--- src/rtl/stopwatch_sequencer.sv ---
// Run-control sequencer for the BCD stopwatch: button conditioning plus IDLE/RUN/PAUSE/LAP control.
// Define STOPWATCH_DEBOUNCE_EN to add per-button debounce counters (DEBOUNCE_CYCLES, DB_W).
module stopwatch_sequencer #(
   parameter int DEBOUNCE_CYCLES = 1000000,
   parameter int DB_W            = 20
) (
   input  logic       clock,
   input  logic       reset,
   input  logic       tick,
   input  logic       start_Button,
   input  logic       stop_Button,
   input  logic       lap_Button,
   input  logic       clear_Button,
   input  logic       max_Reached,
   output logic       count_Enable,
   output logic       counter_Clear,
   output logic       lap_Latch,
   output logic       display_Hold,
   output logic [1:0] run_State
);

   typedef enum logic [1:0] {
      ST_IDLE  = 2'b00,
      ST_RUN   = 2'b01,
      ST_PAUSE = 2'b10,
      ST_LAP   = 2'b11
   } state_t;

   localparam int B_START = 0;
   localparam int B_STOP  = 1;
   localparam int B_LAP   = 2;
   localparam int B_CLEAR = 3;

   // Debounce counter must be able to reach DEBOUNCE_CYCLES-1.
   if (DEBOUNCE_CYCLES < 1 || 64'(DEBOUNCE_CYCLES) > (64'd1 << DB_W)) begin : g_param_check
      $error("stopwatch_sequencer: DB_W too narrow for DEBOUNCE_CYCLES");
   end

   logic [3:0] btn_raw;
   logic [3:0] press;

   assign btn_raw = {clear_Button, lap_Button, stop_Button, start_Button};

   genvar gi;
   generate
      for (gi = 0; gi < 4; gi++) begin : g_btn
         logic sync1_q, sync2_q;
         logic db_level;
         logic db_prev_q;
         logic press_q, press_d;

         always_ff @(posedge clock or posedge reset) begin
            if (reset) begin
               sync1_q <= 1'b0;
               sync2_q <= 1'b0;
            end else begin
               sync1_q <= btn_raw[gi];
               sync2_q <= sync1_q;
            end
         end

`ifdef STOPWATCH_DEBOUNCE_EN
         logic            db_q, db_d;
         logic [DB_W-1:0] cnt_q, cnt_d;

         // Count consecutive disagreeing samples; any agreeing sample restarts the count.
         always_comb begin
            db_d  = db_q;
            cnt_d = '0;
            if (sync2_q != db_q) begin
               if (cnt_q == DB_W'(DEBOUNCE_CYCLES - 1)) begin
                  db_d = sync2_q;
               end else begin
                  cnt_d = cnt_q + 1'b1;
               end
            end
         end

         always_ff @(posedge clock or posedge reset) begin
            if (reset) begin
               db_q  <= 1'b0;
               cnt_q <= '0;
            end else begin
               db_q  <= db_d;
               cnt_q <= cnt_d;
            end
         end

         assign db_level = db_q;
`else
         assign db_level = sync2_q;
`endif

         always_comb begin
            press_d = db_level & ~db_prev_q;
         end

         always_ff @(posedge clock or posedge reset) begin
            if (reset) begin
               db_prev_q <= 1'b0;
               press_q   <= 1'b0;
            end else begin
               db_prev_q <= db_level;
               press_q   <= press_d;
            end
         end

         assign press[gi] = press_q;
      end
   endgenerate

   state_t state_q, state_d;
   logic   clear_q, clear_d;
   logic   latch_q, latch_d;

   // Each branch tests legal presses in clear > stop > start > lap order.
   always_comb begin
      state_d = state_q;
      clear_d = 1'b0;
      latch_d = 1'b0;
      case (state_q)
         ST_IDLE: begin
            if (press[B_CLEAR]) begin
               clear_d = 1'b1;
            end else if (press[B_START]) begin
               state_d = ST_RUN;
            end
         end
         ST_RUN: begin
            if (max_Reached || press[B_STOP]) begin
               state_d = ST_PAUSE;
            end else if (press[B_LAP]) begin
               state_d = ST_LAP;
               latch_d = 1'b1;
            end
         end
         ST_LAP: begin
            if (max_Reached || press[B_STOP]) begin
               state_d = ST_PAUSE;
            end else if (press[B_LAP]) begin
               state_d = ST_RUN;
            end
         end
         ST_PAUSE: begin
            if (press[B_CLEAR]) begin
               state_d = ST_IDLE;
               clear_d = 1'b1;
            end else if (press[B_START] && !max_Reached) begin
               state_d = ST_RUN;
            end
         end
         default: state_d = ST_IDLE;
      endcase
   end

   always_ff @(posedge clock or posedge reset) begin
      if (reset) begin
         state_q <= ST_IDLE;
         clear_q <= 1'b0;
         latch_q <= 1'b0;
      end else begin
         state_q <= state_d;
         clear_q <= clear_d;
         latch_q <= latch_d;
      end
   end

   // Masking with max_Reached keeps the chain from wrapping past 99.99.
   assign count_Enable  = tick & ((state_q == ST_RUN) | (state_q == ST_LAP)) & ~max_Reached;
   assign display_Hold  = (state_q == ST_LAP);
   assign run_State     = state_q;
   assign counter_Clear = clear_q;
   assign lap_Latch     = latch_q;

endmodule

--- config.mk ---
export PLATFORM = sky130hd
export DESIGN_NAME = stopwatch_sequencer
export DESIGN_NICKNAME = d
export VERILOG_FILES = /design/src/rtl/stopwatch_sequencer.sv
export SDC_FILE = /design/constraint.sdc
export NUM_CORES = 1
export LEC_CHECK = 0
export BUFFER_PORTS_ARGS = -buffer_cell sky130_fd_sc_hd__buf_2
export CORE_MARGIN = 4
export CORE_UTILIZATION = 45
export DETAILED_ROUTE_END_ITERATION = 8
export PLACE_DENSITY = 0.71
export SYNTH_ARGS = -nofsm -noshare
export SYNTH_HDL_FRONTEND = slang
export SYNTH_SLANG_ARGS = --single-unit
--- constraint.sdc ---
create_clock -name clock -period 1.2 [get_ports clock]
set_input_delay 0.24 -clock clock [delete_from_list [all_inputs] [get_ports clock]]
set_output_delay 0.24 -clock clock [all_outputs]
set_load 0.1 [all_outputs]
; ---- After elaboration in Yosys (flattened, before gate mapping)
; Index checks and enable logic that the tools add are counted.
[classes]
n_reduce_logical = 6
n_bitwise = 12
n_mux = 14
eq_ne = 8
[ops]
columns = cell, n
row1 = 2-bit two-way mux, 8
row2 = 2-bit one-hot mux with 4 select lines, 1
row3 = 1-bit AND, 6
row4 = "3-bit inequality test, second input constant", 2
row5 = 1-bit two-way mux, 5
row6 = 1-bit inverter, 5
row7 = 5-bit AND reduction, 1
row8 = "2-bit equality test, second input constant", 2
row9 = "2-bit inequality test, second input constant", 2
row10 = "3-bit by 1-bit inequality test with 1-bit output, second input constant", 1
row11 = "2-bit by 1-bit equality test with 1-bit output, second input constant", 1
row12 = 2-bit logical NOT, 1
row13 = 2-bit OR reduction, 1
row14 = 1-bit logical AND, 1
row15 = 1-bit logical NOT, 1
row16 = 1-bit logical OR, 1
row17 = 1-bit OR, 1
[word_totals]
in_bits = 8
register_bits = 20
word_cells = 59

; ---- Longest topological paths before layout
[depth]
ltp_word = 5
mapped_depth = 3
ltp_nobuf = 3

; ---- Worst setup path after synthesis
; OpenSTA, ideal clock, no wires.
[synth_path]
path_type = flip-flop to output port
from = reg state_q[0], in the netlist run_State[0]
to = out count_Enable
path_stages_with_launch = 2
required_time_ns = 0.960
path_buffers = 0
arrival_time_ns = 1.908
slack_ns = -0.948
path_cell_list = dfrtp_1 and3b_1
[synth_via]
elab_chain_cells = 4
elab_cells_between_ends = 5
cone_classes = 2 x eq/ne / 3 x bitwise
[synth_lines]
columns = element, line_no
row1 = from (decl), 112  ; state_t state_q, state_d;
row2 = from (signal assigned), 162  ; state_q <= state_d;
row3 = 2-bit by 1-bit equality test with 1-bit output / 2-bit equality test (equally long branches), 169  ; assign count_Enable = tick & ((state_q == ST_RUN) | (state_q == ST_LAP)) & ~max_Reached;
row4 = 1-bit OR *, 169
row5 = 1-bit AND * (2 in a row), 169
row6 = to (decl), 15  ; output logic count_Enable,
; Every way passes the cells marked *; elsewhere a longest branch is shown, timed or not.

; ---- Worst setup path after layout
; Ends and elaborated chain as after synthesis.

==> metrics.yaml <==
outcome: "finished, violations left"
violations: "negative setup slack"
start_kind: "flip-flop"
synth-seq-area-share_pct: 82.1
cp.arrival_ns: 1.13
r2r_slack_ns: 0.02
ioPinCount: 14
n_antenna_cell: 0
grt_pass1_vias: 382
clk_latency_ns: 0.29
place_inst: 67
cp_slowest_stage_delay_ns: 0.49
vias: 349
reg2reg_from: "run_State[0]"
start_util_pct: 51.4
cts_tree: "yes"
ctsHtreeMaxLevel: 1
core_area_mm2: 0.00119
max_freq_mhz: 731
min_period_over_period_pct: 114
cts_buffers: 3
final-hold-violation-count: 0
die_w_um: 44.8
wl_per_cell_um: 12.4
skew_ns: 0.00256
synth_seq_cells: 20
crit_path_cell_trace: "and3b_4, buf_12"
cp_slowest_cell: "dfrtp_4"
die_area_mm2: 0.00201
worstMarginPinSlew_ns: 0.230
layout-drive-gt1-share_pct: 45.2
cap_viol_max_count: 0
relSlewSlack_pct: 84.7
crit_family: "flip-flops"
powerDensity_mw_per_mm2: 1690
syn-num-nets: 46
final_cells: 76
syn_inst: 38
cts_root_buffer: "clkbuf_4"
cp_max_fo: 3
crit_type: "flip-flop to output port"
final_cell_mix: "18 x dfrtp_1, 7 x buf_2, 7 x buf_12"
dr.pass1.iters: 1
antenna_found_initial: 0
numPortBuffers: 13
total_power_mw: 1.53
dieHeight_um: 44.8
first_iter_violations: 0
place_hpwl_um: 677
hold_path.class: "input port to flip-flop"
cp-end-kind: "output port"
netlist_area_um2: 609
worstSetupEndpoint: "count_Enable"
hold_path_startpoint: "stop_Button"
avgSynthCellArea_um2: 16.0
critical_path_required_ns: 0.96
rsz0062_at_grt: "true"
ff2ff_path_depth: 4
cp.depth: 2
gp_congestion: 0.828
grt_max_degree: 21
antenna_left: 0
drc: 0
track_usage_pct: 11.6
ir_drop_mv: 1.04
cts_sinks: 20
clockBufferDepth: 2
fp-row-count: 12
routed_wl_um: 942
crit_buf_inv: 1
slew_viol_final: 0
worstReg2RegEnd: "run_State[0]"
min_period_ns: 1.37
leakage_nw: 0.425
overflow: 0
viasPerCell: 4.59
critPathLaunch: "run_State[0]"
setup_viol: 4
clk_pin_slew_ns: 0.10
final_nets: 71
yosysUniqueCellTypes: 12
grt_pass1_wl_um: 1590
syn_to_final_growth_pct: 48.9
final.setup.worst_slack_ns: -0.168
final_common_cell: "dfrtp_1"
synth.yosys.warnings: 0
==> layout make-up <==
type,instances,area (µm²)
flip-flops and latches,20,508
fillers,81,279
repair buffers,20,226
multi-input cells,16,111
clock buffers,4,36.3
well taps,14,17.5
inverters,2,7.51
==> how the worst min path moves through the flow <==
| stage | endpoint | slack [ns] | cells after the start |
|---|---|---|---|
| floorplan | counter_Clear | 0.20 | 1 |
| global placement | g_btn[2].sync1_q | 0.26 | 3 |
| detailed placement | g_btn[3].sync1_q | 0.27 | 3 |
| CTS | g_btn[1].sync1_q | 0.03 | 1 |
| global route | g_btn[1].sync1_q | 0.02 | 1 |
| finish | g_btn[1].sync1_q | 0.05 | 1 |
==> cells by family (layout without fill, tap and decap cells) <==
family | after synthesis | after routing | synth area share (%)
buffers and inverters | 2 | 26 | 1.23
XOR/XNOR | 1 | 1 | 1.44
AO/OA/AOI/OAI | 4 | 4 | 4.72
AND/OR/NAND/NOR | 11 | 11 | 10.5
flip-flops | 20 | 20 | 82.1
==> power breakdown <==
group,switching (mW),internal [mW]
combinational,0.229,0.187
clock,0.177,0.185
sequential,0.0283,0.724
==> metrics by stage <==
stage | setup slack (ns) | setup TNS, ns | utilization [%] | hold WS (ns) | area [µm²]
after floorplan | -0.136 | -0.196 | - | 0.204 | 622
after global placement | 0.118 | 0 | 68.2 | 0.255 | 810
after detailed placement | 0.0854 | 0 | 68.2 | 0.268 | 810
after CTS | -0.188 | -0.650 | 75.5 | 0.0347 | 896
after global routing | -0.215 | -0.787 | 76.5 | 0.0198 | 907
final | -0.168 | -0.580 | 76.5 | 0.0494 | 907
==> sequential cells by signal, indices dropped and copies added (netlist names) <==
name and cells:
counter_Clear 1, g_btn.db_level 4, g_btn.db_prev_q 4, g_btn.press_q 4, g_btn.sync1_q 4, lap_Latch 1
run_State 2
==> worst reg2reg max path, stage by stage, from the launching register on <==
cell and delay, ns:
dfrtp_4 0.49, buf_4 0.15, buf_4 0.15, a211oi_2 0.17, a22o_1 0.16
==> per-layer routing <==
layer / track usage, % / vias to the layer above / wire [µm]
li1: - / 171 / -
met1: 12.7 / 164 / 347
met2: 19.5 / 14 / 516
met3: 2.39 / 0 / 79
met4: 8.77 / 0 / 0
met5: 0 / - / 0
==> repair_timing <==
action | in CTS | in global routing
cloned | 0 | 0
hold buffers | 1 | 0
gates resized for setup | 1 | 1
hold endpoints to repair | 20 | 0
pin swaps | 1 | 1
setup endpoints to repair | 4 | 5
setup buffers | 3 | 1
==> synthesized netlist by cell type (all sizes together) <==
cell / instances / share of area, %
nor2: 3 / 1.8
nor2b: 4 / 4.1
and2: 1 / 1.2
xnor2: 1 / 1.4
dfrtp: 20 / 82
a31oi: 2 / 2.1
nand2b: 1 / 1.0
inv: 2 / 1.2
a211oi: 1 / 1.2
a22o: 1 / 1.4
nand3: 1 / 0.82
and3b: 1 / 1.4
(Power assumes the default switching activity.)
